`src/rtl/pipe_hazard_ctrl_pkg.sv`:
```
// rtl/pipe_hazard_ctrl_pkg.sv - shared constants and types for the pipeline hazard controller
//
// Purpose: stage indices, divider FSM encoding, stall/flush patterns and
// register-address constants shared by pipe_hazard_ctrl and reg_scoreboard.
// Ports: none (package).
package pipe_hazard_ctrl_pkg;

  localparam int REG_AW = 5;
  localparam logic [REG_AW-1:0] NOP_REG_ADDR = '0;

  // Bit positions inside the {wb,mem,ex,id,if} stall/flush vectors.
  localparam int STG_IF  = 0;
  localparam int STG_ID  = 1;
  localparam int STG_EX  = 2;
  localparam int STG_MEM = 3;
  localparam int STG_WB  = 4;

  typedef enum logic [0:0] {
    DIV_IDLE = 1'b0,
    DIV_BUSY = 1'b1
  } div_state_e;

  localparam logic [4:0] STALL_NONE   = 5'b00000;
  localparam logic [4:0] STALL_HAZARD = 5'b00011;  // hold IF and ID
  localparam logic [4:0] FLUSH_NONE   = 5'b00000;
  localparam logic [4:0] FLUSH_HAZARD = 5'b00100;  // bubble into EX
  localparam logic [4:0] FLUSH_JUMP   = 5'b00110;  // kill wrong-path ID and EX

endpackage

```
`src/rtl/pipe_hazard_ctrl_reg_scoreboard.sv`:
```
// rtl/pipe_hazard_ctrl_reg_scoreboard.sv - pending-write register scoreboard
//
// Purpose: one busy bit per integer register, set when a long-latency writer
// issues and cleared when its result is produced. x0 is never tracked.
// Ports:
//   clk, rst_n           clock, async active-low reset
//   set_en, set_addr     mark a register busy at the next edge
//   clr_en, clr_addr     mark a register free at the next edge
//   rd1/rd2_addr, _busy  read ports for rs1/rs2
//   chk_addr, chk_busy   read port for the destination (WAW check)
module reg_scoreboard #(
  parameter int REG_NUM = 32,
  parameter int REG_AW  = 5
) (
  input  logic              clk,
  input  logic              rst_n,
  input  logic              set_en,
  input  logic [REG_AW-1:0] set_addr,
  input  logic              clr_en,
  input  logic [REG_AW-1:0] clr_addr,
  input  logic [REG_AW-1:0] rd1_addr,
  input  logic [REG_AW-1:0] rd2_addr,
  input  logic [REG_AW-1:0] chk_addr,
  output logic              rd1_busy,
  output logic              rd2_busy,
  output logic              chk_busy
);

  logic [REG_NUM-1:0] sb;
  logic [REG_NUM-1:0] set_vec;
  logic [REG_NUM-1:0] clr_vec;
  logic [REG_NUM-1:0] view;

  always_comb begin
    set_vec = '0;
    clr_vec = '0;
    if (set_en && set_addr != '0) set_vec[set_addr] = 1'b1;
    if (clr_en) clr_vec[clr_addr] = 1'b1;
  end

  // Reads see a same-cycle clear: the result is being produced this cycle,
  // so a consumer (or a same-rd writer) need not wait another cycle.
  assign view = sb & ~clr_vec;

  assign rd1_busy = (rd1_addr != '0) && view[rd1_addr];
  assign rd2_busy = (rd2_addr != '0) && view[rd2_addr];
  assign chk_busy = (chk_addr != '0) && view[chk_addr];

  // Set is applied after clear so a set of the same index wins.
  always_ff @(posedge clk or negedge rst_n) begin
    if (!rst_n) sb <= '0;
    else        sb <= (sb & ~clr_vec) | set_vec;
  end

endmodule

```
`src/rtl/pipe_hazard_ctrl.sv`:
```
// rtl/pipe_hazard_ctrl.sv - central stall/flush arbiter for the 5-stage pipeline
//
// Purpose: combines scoreboard RAW/WAW hazards, load-use, divider structural
// hazard and EX jumps into per-stage stall/flush vectors; tracks the single
// outstanding divide with a watchdog.
// Ports:
//   clk, rst_n                 clock, async active-low reset
//   id_*                       decode-stage operand / destination info
//   ex_*                       EX-stage load, destination and jump info
//   div_done_i / div_start_o   divider handshake
//   stall_o, flush_o           {wb,mem,ex,id,if} hold / bubble controls
//   div_busy_o, div_timeout_o  divider occupied, sticky watchdog error
module pipe_hazard_ctrl #(
  parameter int REG_NUM     = 32,
  parameter int REG_AW      = pipe_hazard_ctrl_pkg::REG_AW,
  parameter int DIV_TIMEOUT = 80
) (
  input  logic              clk,
  input  logic              rst_n,
  input  logic              id_valid_i,
  input  logic [REG_AW-1:0] id_reg1_raddr_i,
  input  logic              id_reg1_read_i,
  input  logic [REG_AW-1:0] id_reg2_raddr_i,
  input  logic              id_reg2_read_i,
  input  logic              id_reg_we_i,
  input  logic [REG_AW-1:0] id_reg_waddr_i,
  input  logic              id_is_div_i,
  input  logic              ex_is_load_i,
  input  logic              ex_reg_we_i,
  input  logic [REG_AW-1:0] ex_reg_waddr_i,
  input  logic              ex_jump_i,
  input  logic              div_done_i,
  output logic              div_start_o,
  output logic [4:0]        stall_o,
  output logic [4:0]        flush_o,
  output logic              div_busy_o,
  output logic              div_timeout_o
);
  import pipe_hazard_ctrl_pkg::*;

  localparam int WD_W = $clog2(DIV_TIMEOUT + 1);
  localparam logic [WD_W-1:0] WD_LAST = WD_W'(DIV_TIMEOUT - 1);

  div_state_e        state_q, state_d;
  logic [REG_AW-1:0] div_rd_q, div_rd_d;
  logic [WD_W-1:0]   wd_cnt_q, wd_cnt_d;
  logic              timeout_q, timeout_d;

  logic rs1_busy, rs2_busy, rd_busy;
  logic raw_sb, waw_sb, load_use, div_struct;
  logic wd_hit, div_clr, issue;
  logic [4:0] stall, flush;

  reg_scoreboard #(.REG_NUM(REG_NUM), .REG_AW(REG_AW)) u_sb (
    .clk      (clk),
    .rst_n    (rst_n),
    .set_en   (issue),
    .set_addr (id_reg_waddr_i),
    .clr_en   (div_clr),
    .clr_addr (div_rd_q),
    .rd1_addr (id_reg1_raddr_i),
    .rd2_addr (id_reg2_raddr_i),
    .chk_addr (id_reg_waddr_i),
    .rd1_busy (rs1_busy),
    .rd2_busy (rs2_busy),
    .chk_busy (rd_busy)
  );

  always_comb begin
    wd_hit  = (state_q == DIV_BUSY) && !div_done_i && (wd_cnt_q == WD_LAST);
    div_clr = (state_q == DIV_BUSY) && (div_done_i || wd_hit);

    raw_sb     = id_valid_i && ((id_reg1_read_i && rs1_busy) || (id_reg2_read_i && rs2_busy));
    waw_sb     = id_valid_i && id_reg_we_i && rd_busy;
    load_use   = ex_is_load_i && ex_reg_we_i && (ex_reg_waddr_i != NOP_REG_ADDR) &&
                 ((id_reg1_read_i && id_reg1_raddr_i == ex_reg_waddr_i) ||
                  (id_reg2_read_i && id_reg2_raddr_i == ex_reg_waddr_i));
    div_struct = id_valid_i && id_is_div_i && (state_q == DIV_BUSY) && !div_done_i;

    stall = STALL_NONE;
    flush = FLUSH_NONE;
    if (ex_jump_i) begin
      flush = FLUSH_JUMP;
    end else if (raw_sb || waw_sb || div_struct || load_use) begin
      stall = STALL_HAZARD;
      flush = FLUSH_HAZARD;
    end

    issue = id_valid_i && id_is_div_i && !stall[STG_ID] && !ex_jump_i;
  end

  always_comb begin
    state_d   = state_q;
    div_rd_d  = div_rd_q;
    wd_cnt_d  = wd_cnt_q;
    timeout_d = timeout_q;
    case (state_q)
      DIV_IDLE: begin
        // A late div_done_i here has no effect.
        if (issue) begin
          state_d  = DIV_BUSY;
          div_rd_d = id_reg_waddr_i;
          wd_cnt_d = '0;
        end
      end
      DIV_BUSY: begin
        if (div_done_i) begin
          if (issue) begin
            div_rd_d = id_reg_waddr_i;
            wd_cnt_d = '0;
          end else begin
            state_d = DIV_IDLE;
          end
        end else if (wd_hit) begin
          timeout_d = 1'b1;
          state_d   = DIV_IDLE;
        end else if (wd_cnt_q != '1) begin
          wd_cnt_d = wd_cnt_q + 1'b1;
        end
      end
      default: state_d = DIV_IDLE;
    endcase
  end

  always_ff @(posedge clk or negedge rst_n) begin
    if (!rst_n) begin
      state_q   <= DIV_IDLE;
      div_rd_q  <= '0;
      wd_cnt_q  <= '0;
      timeout_q <= 1'b0;
    end else begin
      state_q   <= state_d;
      div_rd_q  <= div_rd_d;
      wd_cnt_q  <= wd_cnt_d;
      timeout_q <= timeout_d;
    end
  end

  // Combinational outputs are gated so nothing leaks out while in reset.
  assign stall_o       = rst_n ? stall : 5'b00000;
  assign flush_o       = rst_n ? flush : 5'b00000;
  assign div_start_o   = rst_n && issue;
  assign div_busy_o    = (state_q == DIV_BUSY);
  assign div_timeout_o = timeout_q;

endmodule
```
`config.mk`:
```
export PLATFORM = sky130hd
export DESIGN_NAME = pipe_hazard_ctrl
export DESIGN_NICKNAME = d
export VERILOG_FILES = /design/src/rtl/pipe_hazard_ctrl_pkg.sv /design/src/rtl/pipe_hazard_ctrl_reg_scoreboard.sv /design/src/rtl/pipe_hazard_ctrl.sv
export SDC_FILE = /design/constraint.sdc
export NUM_CORES = 1
export LEC_CHECK = 0
export ABC_CLOCK_PERIOD_IN_PS = 13360
export BUFFER_PORTS_ARGS = -buffer_cell sky130_fd_sc_hd__buf_4
export CORE_ASPECT_RATIO = 1.25
export CORE_MARGIN = 1
export CORE_UTILIZATION = 55
export CTS_CLUSTER_SIZE = 12
export DETAILED_ROUTE_END_ITERATION = 12
export PLACE_DENSITY_LB_ADDON = 0.08
export SYNTH_ARGS = -nofsm -noshare
export SYNTH_HDL_FRONTEND = slang
export SYNTH_SLANG_ARGS = --single-unit
```
`constraint.sdc`:
```
create_clock -name clk -period 13.36 [get_ports clk]
set_input_delay 4.008 -clock clk [delete_from_list [all_inputs] [get_ports clk]]
set_output_delay 4.008 -clock clk [all_outputs]
set_load 0.005 [all_outputs]
```
==> metrics.txt <==
initial antenna violation count=0; First-pass DRT Iterations=7; Buf/Inv on CP=3; Worst VDD drop=approximately 130 µV; Post-Route Setup TNS=0 ns; Avg Inst Size Synth=between 8 and 9 µm²; max_cap viols=0; run status=completed; RR Startpoint=wd_cnt_q[0]; Post-synth EDFFs=0; Yosys top cell area share=32.2%; Nets=roughly 450; Die Ht=roughly 90 µm; Wirelength per Cell=21.6 µm; layout cell share with drive strength beyond 1=around 16%; maximum clock frequency=0.0889 GHz; 1st-iter DRT viols=about 390; top_reg_cell synth=dfrtp_1; Synth Warn #=0; diodes inserted=0; Final setup viols=0; Final Hold Fails=0; Worst R2R Setup Slack=between 8 and 9 ns; pwr/cell area=slightly above 100 nW/µm²; Area growth syn-to-layout=9.20%; hold path cells=1; RD Place Congestion=approximately 1.0; Worst setup EP type=primary output; Final min period=approximately 11 ns; Post-synth top cells=o31ai_1 (49), dfrtp_1 (46), nand2_1 (28), nor2_1 (24); deepest clock path buffer count=2; Via density=7.17; IO Port Bufs=37; largest net degree at the start of global routing=50; CP max stage cell=a31oi_4; RSZ-0062 raised after global routing=false; Reg clk slew, reported paths=0.08 ns; vias in the first global route=3428; final std cells w/o fill=508; # rows=32; Critical R2R Capture=div_rd_q[1]; Root Buffer Master=clkbuf_8; crit path cell chain=buf_4, a31oi_4, o31ai_1, a221oi_1, a21oi_1, a2111oi_1, o31ai_2, o2111ai_4, buf_4, nor2_1, buf_4; DRC violations left=0; Cells after DPL=500; fin crit share=84.2%; total chip power=roughly 0.00040 W; ranking of synthesized cells by area=dfrtp_1 (32%), o31ai_1 (10%), o211ai_1 (3.8%); remaining global-route overflow=0; most frequent cell after synthesis=o31ai_1; Worst Tran Pin Value=0.942 ns; flops & latches, synth=46; dpl hpwl=~8000 µm; Ports=44; die area=slightly below 7000 µm²; antenna-violating nets left=0; Cell variety after synth=66; delay-heaviest family, CP=compound AO/OA/AOI/OAI gates; total clock sinks=46; critical path peak fanout=45; worst-skew pair later-pin latency=around 0.3 ns; Reg2Reg Depth=11; Synth Instances=about 400; Seq/Total Area, Yosys=between 30% and 40%; Min-Delay Path Class=reg -> reg; Cell Area, Synth=3580 µm²; WHS=between 0.4 and 0.5 ns; Die W=between 70 and 80 µm; first-pass GRT wire length=17400 µm; hold endpoint=div_timeout_o; core box area=slightly above 6000 µm²; pre-CTS setup slack=2.18 ns; Slew Viols, Final=0; fraction of registers with async set or reset after synthesis=100%; Total Routing Usage GR=between 30% and 40%; CP Class=in -> out; initial core utilization=between 50% and 60%; setup bufs post-CTS=0; most frequent CP cell=buf_4; H-tree depth=2; CTS tree=yes; Max-slew headroom=37.2%; Final Worst Setup Slack=approximately 2.1 ns; Startpoint Class=primary input; hold path start=div_timeout_o; WP data arrival=about 7.3 ns; final WL=between 10000 and 15000 µm; Crit path largest cell delay=0.74 ns; Inserted Clock Buffers=5; Clock Skew=roughly 0.013 ns; Hold Buf Count CTS=0; CTS resizes=0; Worst Path Required=between 9 and 10 ns; top cell type by total area after synthesis=dfrtp_1; Pleak=1.53 nW; Vias=3643
==> cell usage in the layout, fill, tap and decap left out, types with 9 or more instances in the layout <==
| cell | count |
|---|---|
| nand2_1 | 28 |
| buf_4 | 40 |
| dfrtp_1 | 46 |
| o31ai_1 | 49 |
| o211ai_1 | 18 |
| o21ai_1 | 11 |
| o31ai_2 | 9 |
| inv_1 | 10 |
| nand3_1 | 20 |
| nor2_1 | 24 |
==> state kept, by name, indices dropped and copies added, names as in the netlist <==
register,count
u_sb.sb,32
wd_cnt_q,7
div_rd_q,5
div_busy_o,1
div_timeout_o,1
==> metal layers <==
| metal | routed length, µm | GRT usage, % | part of all wire, % | vias to the layer above |
|---|---|---|---|---|
| met1 | 4210 | 43.7 | 38 | 1706 |
| met5 | 0 | 0 | 0 | - |
| li1 | - | - | - | 1616 |
| met3 | 1040 | 5.71 | 9.5 | 48 |
| met4 | 483 | 16.7 | 4.4 | 0 |
| met2 | 5230 | 54.1 | 48 | 273 |
==> report_power, final <==
group	leakage, nW	internal [W]	switching, W
Sequential	0.617	0.000158	0.0000171
Clock	0.0579	0.0000551	0.0000481
Combinational	0.854	0.0000449	0.0000761
==> layout make-up <==
type,instances,area [µm²]
Timing Repair Buffer,40,300
Clock inverter,3,40.0
Fill cell,566,2300
Inverter,11,41.3
Multi-Input combinational cell,318,2200
Clock buffer,5,68.8
Tap cell,85,106
Sequential cell,46,1150
==> worst max path at each step <==
stage               startpoint           to  slack (ns)  cells past startpoint
finish              div_done_i  div_start_o        2.11                     11
floorplan           div_done_i   stall_o[1]        3.22                     10
global route        div_done_i  div_start_o        1.91                     11
CTS                 div_done_i  div_start_o        2.16                     11
detailed placement  div_done_i  div_start_o        2.18                     11
global placement    div_done_i  div_start_o        2.20                     11
==> logic make-up (layout without fill, tap and decap cells) <==
logic type	after synthesis	count (layout)	synth area share [%]
flops	46	46	32.2
buf+inv	49	59	6.89
mux	10	10	3.01
compound gates	161	161	35.9
other cells	1	6	0.105
simple gates	129	129	18.8
xor+xnor	11	11	2.69
fa+ha+maj	1	1	0.350
==> through the flow <==
step | util, % | area, µm²
6_report | 62.9 | 3910
5_1_grt | 62.9 | 3910
4_1_cts | 62.9 | 3910
3_5_place_dp | 61.2 | 3800
3_3_place_gp | 61.2 | 3800
2_1_floorplan | - | 3590
Power figures use the tool's default switching activity.
